===== config.mk =====
export PLATFORM = sky130hd
export DESIGN_NAME = flash_program_controller
export DESIGN_NICKNAME = d
export VERILOG_FILES = /design/src/rtl/flash_pkg.sv /design/src/rtl/flash_bus_cycle.sv /design/src/rtl/flash_program_controller.sv
export SDC_FILE = /design/constraint.sdc
export NUM_CORES = 1
export LEC_CHECK = 0
export CAP_MARGIN = 40
export CORE_AREA = 2 2 99 101
export DETAILED_ROUTE_END_ITERATION = 10
export DIE_AREA = 0 0 101 103
export PLACE_DENSITY = 0.8
export RECOVER_POWER = 100
export SLEW_MARGIN = 20
export SYNTH_ARGS = -nofsm -noshare
export SYNTH_HDL_FRONTEND = slang
export SYNTH_SLANG_ARGS = --single-unit
export TNS_END_PERCENT = 50

===== constraint.sdc =====
create_clock -name clk -period 2.23 [get_ports clk]
set_input_delay 0.446 -clock clk [delete_from_list [all_inputs] [get_ports clk]]
set_output_delay 0.446 -clock clk [all_outputs]
set_load 0.03 [all_outputs]

===== src/rtl/flash_pkg.sv =====
`default_nettype none
// +-----------------------------------------------------------------------+
// | flash_pkg : StrataFlash command codes, status bits, FSM state types   |
// | Rev 1.0                                                               |
// +-----------------------------------------------------------------------+
package flash_pkg;

  localparam logic [7:0] CMD_PROGRAM      = 8'h40;
  localparam logic [7:0] CMD_ERASE        = 8'h20;
  localparam logic [7:0] CMD_CONFIRM      = 8'hD0;
  localparam logic [7:0] CMD_READ_STATUS  = 8'h70;
  localparam logic [7:0] CMD_CLEAR_STATUS = 8'h50;
  localparam logic [7:0] CMD_READ_ARRAY   = 8'hFF;

  localparam int SR_READY     = 7;
  localparam int SR_ERASE_ERR = 5;
  localparam int SR_PROG_ERR  = 4;
  localparam int SR_VPP_ERR   = 3;
  localparam int SR_LOCK      = 1;

  typedef enum logic [3:0] {
    ST_IDLE,
    ST_CMD1,
    ST_CMD2,
    ST_STAT_CMD,
    ST_POLL,
    ST_CHECK,
    ST_CLR,
    ST_RDARRAY,
    ST_FIN
  } fpc_state_e;

  typedef enum logic [1:0] {
    PH_IDLE,
    PH_WR,
    PH_RD,
    PH_REC
  } bus_phase_e;

endpackage
`default_nettype wire


===== src/rtl/flash_bus_cycle.sv =====
`default_nettype none
// +-----------------------------------------------------------------------+
// | flash_bus_cycle : one timed flash write (WR) or status read (RD)      |
// | Rev 1.0                                                               |
// +-----------------------------------------------------------------------+
module flash_bus_cycle
  import flash_pkg::*;
#(
  parameter int WIDTH    = 8,
  parameter int ROM_ADDR = 24,
  parameter int T_WE     = 2,
  parameter int T_WH     = 2,
  parameter int T_RD     = 4
) (
  input  logic                clk,
  input  logic                rst,
  input  logic                i_start,
  input  logic                i_read,
  input  logic [WIDTH-1:0]    i_cmd,
  input  logic [ROM_ADDR-1:0] i_addr,
  output logic                o_idle,
  output logic                o_cycle_done,
  output logic                o_sample,
  output logic [WIDTH-1:0]    o_sf_d_out,
  output logic                o_sf_d_oe,
  output logic [ROM_ADDR-1:0] o_sf_a,
  output logic                o_sf_ce_n,
  output logic                o_sf_oe_n,
  output logic                o_sf_we_n
);

  localparam int CW = $clog2(T_WE + T_WH + T_RD + 1) + 1;
  localparam logic [CW-1:0] c_wr_last = CW'(T_WE + T_WH);
  localparam logic [CW-1:0] c_we_last = CW'(T_WE);
  localparam logic [CW-1:0] c_rd_last = CW'(T_RD - 1);

  bus_phase_e          r_phase;
  bus_phase_e          w_phase_next;
  logic [CW-1:0]       r_cnt;
  logic [CW-1:0]       w_cnt_next;
  logic [WIDTH-1:0]    r_cmd;
  logic [ROM_ADDR-1:0] r_addr;

  always_ff @(posedge clk) begin
    if (rst) begin
      r_phase <= PH_IDLE;
      r_cnt   <= '0;
      r_cmd   <= '0;
      r_addr  <= '0;
    end else begin
      r_phase <= w_phase_next;
      r_cnt   <= w_cnt_next;
      if (i_start && r_phase == PH_IDLE) begin
        r_addr <= i_addr;
        if (!i_read) r_cmd <= i_cmd;
      end
    end
  end

  always_comb begin
    w_phase_next = r_phase;
    w_cnt_next   = r_cnt;
    o_cycle_done = 1'b0;
    o_sample     = 1'b0;
    case (r_phase)
      PH_IDLE: begin
        if (i_start) begin
          w_phase_next = i_read ? PH_RD : PH_WR;
          w_cnt_next   = '0;
        end
      end
      PH_WR: begin
        if (r_cnt == c_wr_last) begin
          o_cycle_done = 1'b1;
          w_phase_next = PH_IDLE;
          w_cnt_next   = '0;
        end else begin
          w_cnt_next = r_cnt + CW'(1);
        end
      end
      PH_RD: begin
        if (r_cnt == c_rd_last) begin
          o_sample     = 1'b1;
          w_phase_next = PH_REC;
          w_cnt_next   = '0;
        end else begin
          w_cnt_next = r_cnt + CW'(1);
        end
      end
      PH_REC: begin
        o_cycle_done = 1'b1;
        w_phase_next = PH_IDLE;
      end
      default: w_phase_next = PH_IDLE;
    endcase
  end

  // WE is low only in clocks 1..T_WE of a write; clock 0 is address/data setup.
  assign o_idle     = (r_phase == PH_IDLE);
  assign o_sf_d_out = r_cmd;
  assign o_sf_d_oe  = (r_phase == PH_WR);
  assign o_sf_a     = r_addr;
  assign o_sf_ce_n  = !((r_phase == PH_WR) || (r_phase == PH_RD));
  assign o_sf_oe_n  = !(r_phase == PH_RD);
  assign o_sf_we_n  = !((r_phase == PH_WR) && (r_cnt != '0) && (r_cnt <= c_we_last));

endmodule
`default_nettype wire


===== src/rtl/flash_program_controller.sv =====
`default_nettype none
// +-----------------------------------------------------------------------+
// | flash_program_controller : StrataFlash program / block-erase sequencer |
// | Rev 1.0                                                               |
// +-----------------------------------------------------------------------+
module flash_program_controller
  import flash_pkg::*;
#(
  parameter int WIDTH      = 8,
  parameter int ROM_ADDR   = 24,
  parameter int T_WE       = 2,
  parameter int T_WH       = 2,
  parameter int T_RD       = 4,
  parameter int POLL_LIMIT = 1048576
) (
  input  logic                clk,
  input  logic                rst,
  input  logic [ROM_ADDR-1:0] addr,
  input  logic [WIDTH-1:0]    wdata,
  input  logic                start_prog,
  input  logic                start_erase,
  output logic                busy,
  output logic                done,
  output logic                error,
  output logic [WIDTH-1:0]    status,
  output logic                timeout,
  input  logic [WIDTH-1:0]    SF_D_in,
  output logic [WIDTH-1:0]    SF_D_out,
  output logic                SF_D_oe,
  output logic [ROM_ADDR-1:0] SF_A,
  output logic                SF_CE0,
  output logic                SF_OE,
  output logic                SF_WE,
  output logic                SF_BYTE
);

  localparam int PW = $clog2(POLL_LIMIT) + 1;
  localparam logic [PW-1:0] c_poll_limit = PW'(POLL_LIMIT);

  fpc_state_e          r_state;
  fpc_state_e          w_state_next;
  logic [ROM_ADDR-1:0] r_addr;
  logic [WIDTH-1:0]    r_wdata;
  logic                r_erase;
  logic                r_issued;
  logic [PW-1:0]       r_poll_cnt;
  logic [PW-1:0]       w_poll_next;
  logic [WIDTH-1:0]    r_status;
  logic                r_error;
  logic                r_timeout;

  logic                w_accept;
  logic                w_cmd_state;
  logic                w_bus_read;
  logic [WIDTH-1:0]    w_bus_cmd;
  logic                w_bus_start;
  logic                w_bus_idle;
  logic                w_bus_done;
  logic                w_bus_sample;
  logic                w_sr_err;
  logic                w_poll_expired;

  assign w_accept       = (r_state == ST_IDLE) && (start_prog || start_erase);
  assign w_poll_next    = (r_poll_cnt == '1) ? r_poll_cnt : r_poll_cnt + PW'(1);
  assign w_poll_expired = (w_poll_next >= c_poll_limit);
  assign w_sr_err       = r_status[SR_ERASE_ERR] | r_status[SR_PROG_ERR] |
                          r_status[SR_VPP_ERR]   | r_status[SR_LOCK];
  // Each command state launches exactly one bus cycle, then waits for it.
  assign w_bus_start    = w_cmd_state && w_bus_idle && !r_issued;

  always_ff @(posedge clk) begin
    if (rst) begin
      r_state    <= ST_IDLE;
      r_addr     <= '0;
      r_wdata    <= '0;
      r_erase    <= 1'b0;
      r_issued   <= 1'b0;
      r_poll_cnt <= '0;
      r_status   <= '0;
      r_error    <= 1'b0;
      r_timeout  <= 1'b0;
    end else begin
      r_state <= w_state_next;
      if (w_bus_start)     r_issued <= 1'b1;
      else if (w_bus_done) r_issued <= 1'b0;
      if (w_accept) begin
        r_addr     <= addr;
        r_wdata    <= wdata;
        r_erase    <= !start_prog;
        r_poll_cnt <= '0;
        r_status   <= '0;
        r_error    <= 1'b0;
        r_timeout  <= 1'b0;
      end
      if (w_bus_sample) r_status <= SF_D_in;
      if (r_state == ST_POLL && w_bus_done && !r_status[SR_READY]) begin
        r_poll_cnt <= w_poll_next;
        if (w_poll_expired) begin
          r_timeout <= 1'b1;
          r_error   <= 1'b1;
        end
      end
      if (r_state == ST_CHECK) r_error <= w_sr_err;
    end
  end

  always_comb begin
    w_state_next = r_state;
    w_cmd_state  = 1'b1;
    w_bus_read   = 1'b0;
    w_bus_cmd    = WIDTH'(CMD_READ_ARRAY);
    case (r_state)
      ST_IDLE: begin
        w_cmd_state = 1'b0;
        if (w_accept) w_state_next = ST_CMD1;
      end
      ST_CMD1: begin
        w_bus_cmd = r_erase ? WIDTH'(CMD_ERASE) : WIDTH'(CMD_PROGRAM);
        if (w_bus_done) w_state_next = ST_CMD2;
      end
      ST_CMD2: begin
        w_bus_cmd = r_erase ? WIDTH'(CMD_CONFIRM) : r_wdata;
        if (w_bus_done) w_state_next = ST_STAT_CMD;
      end
      ST_STAT_CMD: begin
        w_bus_cmd = WIDTH'(CMD_READ_STATUS);
        if (w_bus_done) w_state_next = ST_POLL;
      end
      ST_POLL: begin
        w_bus_read = 1'b1;
        if (w_bus_done) begin
          if (r_status[SR_READY]) w_state_next = ST_CHECK;
          else if (w_poll_expired) w_state_next = ST_RDARRAY;
          else w_state_next = ST_POLL;
        end
      end
      ST_CHECK: begin
        w_cmd_state  = 1'b0;
        w_state_next = w_sr_err ? ST_CLR : ST_RDARRAY;
      end
      ST_CLR: begin
        w_bus_cmd = WIDTH'(CMD_CLEAR_STATUS);
        if (w_bus_done) w_state_next = ST_RDARRAY;
      end
      ST_RDARRAY: begin
        w_bus_cmd = WIDTH'(CMD_READ_ARRAY);
        if (w_bus_done) w_state_next = ST_FIN;
      end
      ST_FIN: begin
        w_cmd_state  = 1'b0;
        w_state_next = ST_IDLE;
      end
      default: begin
        w_cmd_state  = 1'b0;
        w_state_next = ST_IDLE;
      end
    endcase
  end

  flash_bus_cycle #(
    .WIDTH    (WIDTH),
    .ROM_ADDR (ROM_ADDR),
    .T_WE     (T_WE),
    .T_WH     (T_WH),
    .T_RD     (T_RD)
  ) u_bus (
    .clk          (clk),
    .rst          (rst),
    .i_start      (w_bus_start),
    .i_read       (w_bus_read),
    .i_cmd        (w_bus_cmd),
    .i_addr       (r_addr),
    .o_idle       (w_bus_idle),
    .o_cycle_done (w_bus_done),
    .o_sample     (w_bus_sample),
    .o_sf_d_out   (SF_D_out),
    .o_sf_d_oe    (SF_D_oe),
    .o_sf_a       (SF_A),
    .o_sf_ce_n    (SF_CE0),
    .o_sf_oe_n    (SF_OE),
    .o_sf_we_n    (SF_WE)
  );

  assign busy    = (r_state != ST_IDLE) && (r_state != ST_FIN);
  assign done    = (r_state == ST_FIN);
  assign error   = r_error;
  assign status  = r_status;
  assign timeout = r_timeout;
  assign SF_BYTE = 1'b0;

endmodule
`default_nettype wire


### After elaboration in Yosys (flattened, before gate mapping)

Cells that the tools add are included.

| operators by class | value |
|---|---|
| bitwise operators | 4 |
| shifts and indexed selects | 0 |
| div/mod/pow operators | 0 |
| reductions and logical operators | 30 |
| magnitude comparators | 2 |
| add/sub/neg operators | 2 |
| mux-type cells | 43 |
| multipliers | 0 |
| equal/unequal tests | 25 |

Operators with widths:

| cell | count |
|---|---|
| 21-bit two-way mux | 3 |
| 4-bit one-hot mux with 8 select lines | 1 |
| 8-bit one-hot mux with 4 select lines | 1 |
| 4-bit two-way mux | 7 |
| 8-bit two-way mux | 3 |
| 21-bit by 1-bit adder with 21-bit output (second input constant) | 1 |
| 21-bit equality test (second input constant) | 1 |
| 21-bit >= comparator (second input constant) | 1 |
| 4-bit by 3-bit equality test with 1-bit output (second input constant) | 4 |
| 1-bit two-way mux | 15 |
| 5-bit two-way mux | 3 |
| 5-bit one-hot mux with 3 select lines | 1 |
| 2-bit inequality test (second input constant) | 7 |
| 2-bit two-way mux | 6 |
| 1-bit logical AND | 9 |
| 4-bit by 2-bit equality test with 1-bit output (second input constant) | 2 |
| 2-bit one-hot mux with 4 select lines | 1 |
| 7-bit two-way mux | 1 |
| 7-bit AND reduction | 1 |
| 1-bit logical NOT | 6 |
| 2-bit by 1-bit inequality test with 1-bit output (second input constant) | 3 |
| 2-bit nonzero test | 3 |
| 6-bit OR reduction | 1 |
| 5-bit by 1-bit adder with 5-bit output (second input constant) | 1 |
| other kinds (19) | 24 |

| word-level totals | value |
|---|---|
| input bits | 44 |
| output and inout port bits | 49 |
| memories | 0 |
| bits in writable memories | 0 |
| word-level logic and storage cells | 119 |
| memory bits (read-only) | 0 |
| bits in latches | 0 |
| bits in registers | 108 |

### Logic depth before layout (Yosys ltp)

| depth | value |
|---|---|
| word-level depth | 7 |
| mapped depth | 8 |

### By module

Synthesis repeated with hierarchy kept, for this count alone.

| second synthesis, totals | value |
|---|---|
| cell total of the unflattened synthesis | 617 |
| area, all modules | 4961.0 um2 |

By module, submodules not included:

| module | cells an instance | area an instance (um2) | instances |
|---|---|---|---|
| flash_program_controller | 406 | 3254.4 | 1 |
| flash_bus_cycle | 211 | 1706.6 | 1 |

### Worst setup path before layout

Ideal clock, no wire load.

| path | value |
|---|---|
| kind | flip-flop to flip-flop |
| from | reg u_bus.r_phase[1] |
| to | reg r_poll_cnt[14] |
| arrival | 2.010 ns |
| stages on the path, launching flop included | 8 |
| path buffers | 0 |
| setup slack | 0.161 ns |
| data required time | 2.171 ns |
| path through | dfxtp_1 inv_1 ha_1 inv_1 o21ai_4 o2111ai_1 or4_1 nand2_1 |

| between the ends | value |
|---|---|
| word-level cells in the longest chain between the ends | 5 |
| elaborated cells between the ends (all ways) | 7 |
| those cells by class | 2 x eq/ne; 2 x mux; 3 x reduce/logical |

RTL lines:

| element | line | text |
|---|---|---|
| start, declared | flash_bus_cycle.sv:37 | `bus_phase_e r_phase;` |
| start signal, assigned | flash_bus_cycle.sv:51 | `r_phase <= w_phase_next;` |
| 2-bit by 1-bit equality test with 1-bit output (*) | - |  |
| named net SF_D_oe | flash_program_controller.sv:29 | `output logic SF_D_oe,` |
| 1-bit one-hot mux with 2 select lines (*) | flash_bus_cycle.sv:65 | `case (r_phase)` |
| 1-bit logical AND (*) (2 in a row) | flash_program_controller.sv:96 | `if (r_state == ST_POLL && w_bus_done && !r_status[SR_READY]) begin` |
| 21-bit two-way mux / 2-bit nonzero test (equally long branches) | - |  |
| end signal, assigned | flash_program_controller.sv:97 | `r_poll_cnt <= w_poll_next;` |
| end, declared | flash_program_controller.sv:46 | `logic [PW-1:0] r_poll_cnt;` |

Mark *: on every way through the listed nets, which the timed path passes. The rest lies on a longest branch.
A chain may end at the register's enable or synchronous reset.

### Worst setup path in the final report

| path | value |
|---|---|
| from | reg u_bus.r_cnt[1] |
| to | out SF_WE |

| between the ends | value |
|---|---|
| word-level cells in the longest chain between the ends | 4 |
| elaborated cells between the ends (all ways) | 5 |
| those cells by class | 1 x order compare; 4 x reduce/logical |

RTL lines:

| element | line | text |
|---|---|---|
| start, declared | flash_bus_cycle.sv:39 | `logic [CW-1:0] r_cnt;` |
| start signal, assigned | flash_bus_cycle.sv:52 | `r_cnt <= w_cnt_next;` |
| branches (longest 2 deep; another with 5-bit by 2-bit <= comparator with 1-bit output) | - |  |
| 1-bit logical AND (*) | flash_bus_cycle.sv:105 | `assign o_sf_we_n = !((r_phase == PH_WR) && (r_cnt != '0) && (r_cnt <= c_we_last));` |
| 1-bit logical NOT (*) | flash_bus_cycle.sv:105 |  |
| end, declared | flash_program_controller.sv:33 | `output logic SF_WE,` |

Mark *: on every way between the ends.

==> flow_summary_export.csv <==
group,metric,value,unit
routing,drc,0,
final_layout,final_cells,803,
logic_synthesis,yosys-top-cells-count,"152 x nand2_1, 108 x dfxtp_1, 84 x a21oi_1",
sta,finClkSkew,0.01198,ns
sta,finalSetupViolCount,0,
worst_setup_path,r2r-start,"r_state[0]",
worst_setup_path,cp-end-kind,"output pin",
place,dpl.hpwl,8149,um
sta,setup_ws,0.09469,ns
clock_tree,cts_buffer_depth,2,
die,coreArea,9459,um^2
global_route,track_usage,0.2321,
pwr,p_per_area,1045,nW/um^2
sta,tightest_slew,0.6157,ns
pwr,internal_power,3567,uW
logic_synthesis,synth-seq-cells,108,
worst_setup_path,arrival,1.69,ns
logic_synthesis,yosysTopAreaCell,"dfxtp_1",
global_route,grt_max_degree,46,
logic_synthesis,netlist_instances,591,
final_layout,finalInstanceArea,5909,um^2
logic_synthesis,syn-num-nets,643,
status,outcome,"finished, final reports clean",
flow_run,drv_cap,0,
final_layout,diodes,0,
sta,timing.hold.ws,0.4564,ns
worst_setup_path,timing.reg2reg.setup_slack,0.16,ns
pwr,seqPwrFrac,0.392,
sta,finalMaxSlewViolations,0,
routing,wl_per_cell,14.50,um
die,die_h,103,um
sta,fmax,468.3,MHz
die,dieArea,10400,um^2
worst_setup_path,r2r_cells,6,
logic_synthesis,netlist_area,4639,um^2
logic_synthesis,yosys.area.top_type_share,0.4660,
global_route,grt_pass1_wl,19380,um
die,rows,36,
pwr,irDropWorstVdd,0.5486,mV
pwr,p_clk_frac,0.183,
routing,vias_per_cell,5.528,
logic_synthesis,avgSynthCellArea,7.850,um^2
die,die_x,101,um
routing,antenna_left,0,
logic_synthesis,synthTopCellsByArea,"dfxtp_1 47%, nand2_1 12%, a21oi_1 9.1%",
die,ios,93,
routing,route.vias.total,4439,
clock_tree,cts_tree,"built",
final_layout,fin_nets,737,
clock_tree,root_buffer,"clkbuf_8",
place,dpl.cell_count,784,
logic_synthesis,synth-main-ff-cell,"dfxtp_1",
global_route,grt.overflow.total,0,
worst_setup_path,cp.required,1.78,ns
sta,period_needed,2.135,ns
sta,setup_tns,0,ns
sta,rsz0062_at_grt,"no",
sta,slew_headroom,0.5857,
final_layout,areaGrowthSynthToFinish,27.37,%
pwr,sw_frac_of_total,0.4223,
logic_synthesis,ys_seq_area_frac,0.4660,
worst_hold_path,holdCritStartpoint,"r_addr[6]",
clock_tree,clock_sinks,108,
clock_tree,clkLatencyLatePin,0.37,ns
routing,drtIter0Drc,184,
clock_tree,cts_buffers,9,
routing,routed_wl,11650,um
place,post-place-ws,-0.03800,ns
sta,period_share,0.9575,
final_layout,final.fill_count,811,
worst_setup_path,worstSetupPathType,"reg -> out",
worst_setup_path,critPathLaunchType,"register",
place,gp_congestion,0.8649,
sta,hold_viol_final,0,
global_route,antenna_found_initial,0,
place,io_buffers,91,
die,start_util,0.4905,
logic_synthesis,synth_most_common_cell,"nand2_1",
routing,drt_pass1_iterations,5,
logic_synthesis,synth_edf_count,0,
global_route,grt_pass1_vias,4248,
clock_tree,ctsHtreeMaxLevel,3,
logic_synthesis,yosys_warnings,0,
worst_hold_path,holdPathEnd,"u_bus.o_sf_a[6]",
worst_setup_path,timing.rr.end,"r_poll_cnt[17]",
pwr,p_sw,2608,uW
worst_setup_path,crit_fanout,5,
logic_synthesis,synth.distinct_cells,50,
clock_tree,clkTransAtPathRegs,0.11,ns
place,placed_cell_area,5751,um^2
pwr,comb_power_share,0.425,
logic_synthesis,async_flop_share,0,
final_layout,drive_gt1_frac,0.09289,
worst_hold_path,min_path_type,"reg -> reg",
worst_hold_path,min_path_cells,2,
pwr,p_leak,0.002239,uW
-- flip-flops by register name, summed over array words and instances (netlist names) --
| register | flops |
|---|---|
| r_erase | 1 |
| u_bus.o_sf_a | 24 |
| r_addr | 24 |
| u_bus.r_phase | 2 |
| u_bus.r_cnt | 5 |
| timeout | 1 |
| r_wdata | 8 |
| status | 8 |
| error | 1 |
| r_state | 4 |
| r_issued | 1 |
| r_poll_cnt | 21 |
| u_bus.o_sf_d_out | 8 |
-- layout make-up --
cell class,count,area [um^2],area share
inverters,19,71.32,0.01207
well taps,114,142.6,0.02414
clock inverters,6,53.80,0.009104
clock buffers,9,123.9,0.02096
multi-input cells,428,2266,0.3834
repair buffers,119,1089,0.1842
flip-flops and latches,108,2163,0.3661
-- how the worst max path moves through the flow --
stage                                 from        endpoint  slack, ns  cells after the start
final                       u_bus.r_cnt[1]           SF_WE       0.09                      5
after floorplan           u_bus.r_phase[1]  r_poll_cnt[14]       0.16                      7
after CTS                   r_poll_cnt[15]  r_poll_cnt[11]      -0.03                      5
after global routing            r_state[1]            done       0.01                      4
after global placement          start_prog      r_state[0]       0.07                      5
after detailed placement    r_poll_cnt[14]  r_poll_cnt[11]      -0.04                      5
-- power by group through the flow --
stage          clock [uW]  combinational [uW]  sequential [uW]
4_1_cts              1160                2740             2430
3_3_place_gp            0                2700             2460
2_1_floorplan           0                1590             2670
3_5_place_dp            0                2760             2470
5_1_grt              1230                2910             2460
6_report             1130                2620             2420
-- per-layer routing --
metal | part of all wire | up-vias | GRT usage
met4 | 0.015 | 0 | 0.08316
met5 | 0 | - | 0
met2 | 0.47 | 138 | 0.3810
met3 | 0.070 | 18 | 0.05559
li1 | - | 2215 | -
met1 | 0.45 | 2068 | 0.3003
-- placed cells by master, fill, tap and decap left out, drive strengths merged, types with 3 or more instances in the layout --
| cell | synthesis | routed |
|---|---|---|
| clkbuf | 33 | 19 |
| clkdlybuf4s50 | 0 | 42 |
| buf | 3 | 21 |
| inv | 19 | 24 |
| nand3 | 22 | 22 |
| o211ai | 11 | 11 |
| a2bb2oi | 3 | 3 |
| nor4 | 13 | 13 |
| nand2 | 152 | 152 |
| nor2b | 5 | 5 |
| nor2 | 31 | 31 |
| dlygate4sd2 | 0 | 3 |
| ha | 8 | 8 |
| a21oi | 84 | 84 |
| dlygate4sd3 | 0 | 42 |
| a211oi | 3 | 3 |
| dfxtp | 108 | 108 |
| o2111ai | 3 | 3 |
| mux2i | 9 | 9 |
| nor3 | 14 | 14 |
| and3 | 4 | 4 |
| or3 | 6 | 6 |
| nand4 | 4 | 4 |
| or4 | 8 | 8 |
| o22ai | 3 | 3 |
| o21ai | 9 | 9 |
| nand2b | 3 | 3 |
| or2 | 11 | 11 |
-- worst max-delay path, cell delays in order, from the launching register on --
cell,delay (ns)
dfxtp_1,0.42
inv_1,0.08
ha_1,0.21
nor2_1,0.10
o2111ai_1,0.12
dlygate4sd2_1,0.38
-- metrics by stage --
stage               total power, uW    util
detailed placement             5227  0.6079
CTS                            6328  0.6262
finish                         6175  0.6247
floorplan                      4257       -
global route                   6599  0.6247
global placement               5161  0.6079
-- logic make-up (layout without fill, tap and decap cells) --
family	after synthesis	count (layout)	synth area share
AO/OA/AOI/OAI	125	125	0.1575
XOR/XNOR	1	1	0.001888
adder cells (fa/ha/maj)	8	8	0.02158
buffers and inverters	55	153	0.04746
flip-flops	108	108	0.4660
multiplexers	9	9	0.01942
other	1	1	0.0008083
AND/OR/NAND/NOR	284	284	0.2853
-- repair_timing --
action | CTS | global route
endpoints found under the setup margin | 8 | 14
hold buffers | 0 | 0
gates resized for setup | 6 | 8
pin swaps | 1 | 2
setup buffers | 0 | 4
No activity file was read; power rests on OpenSTA's default activity.
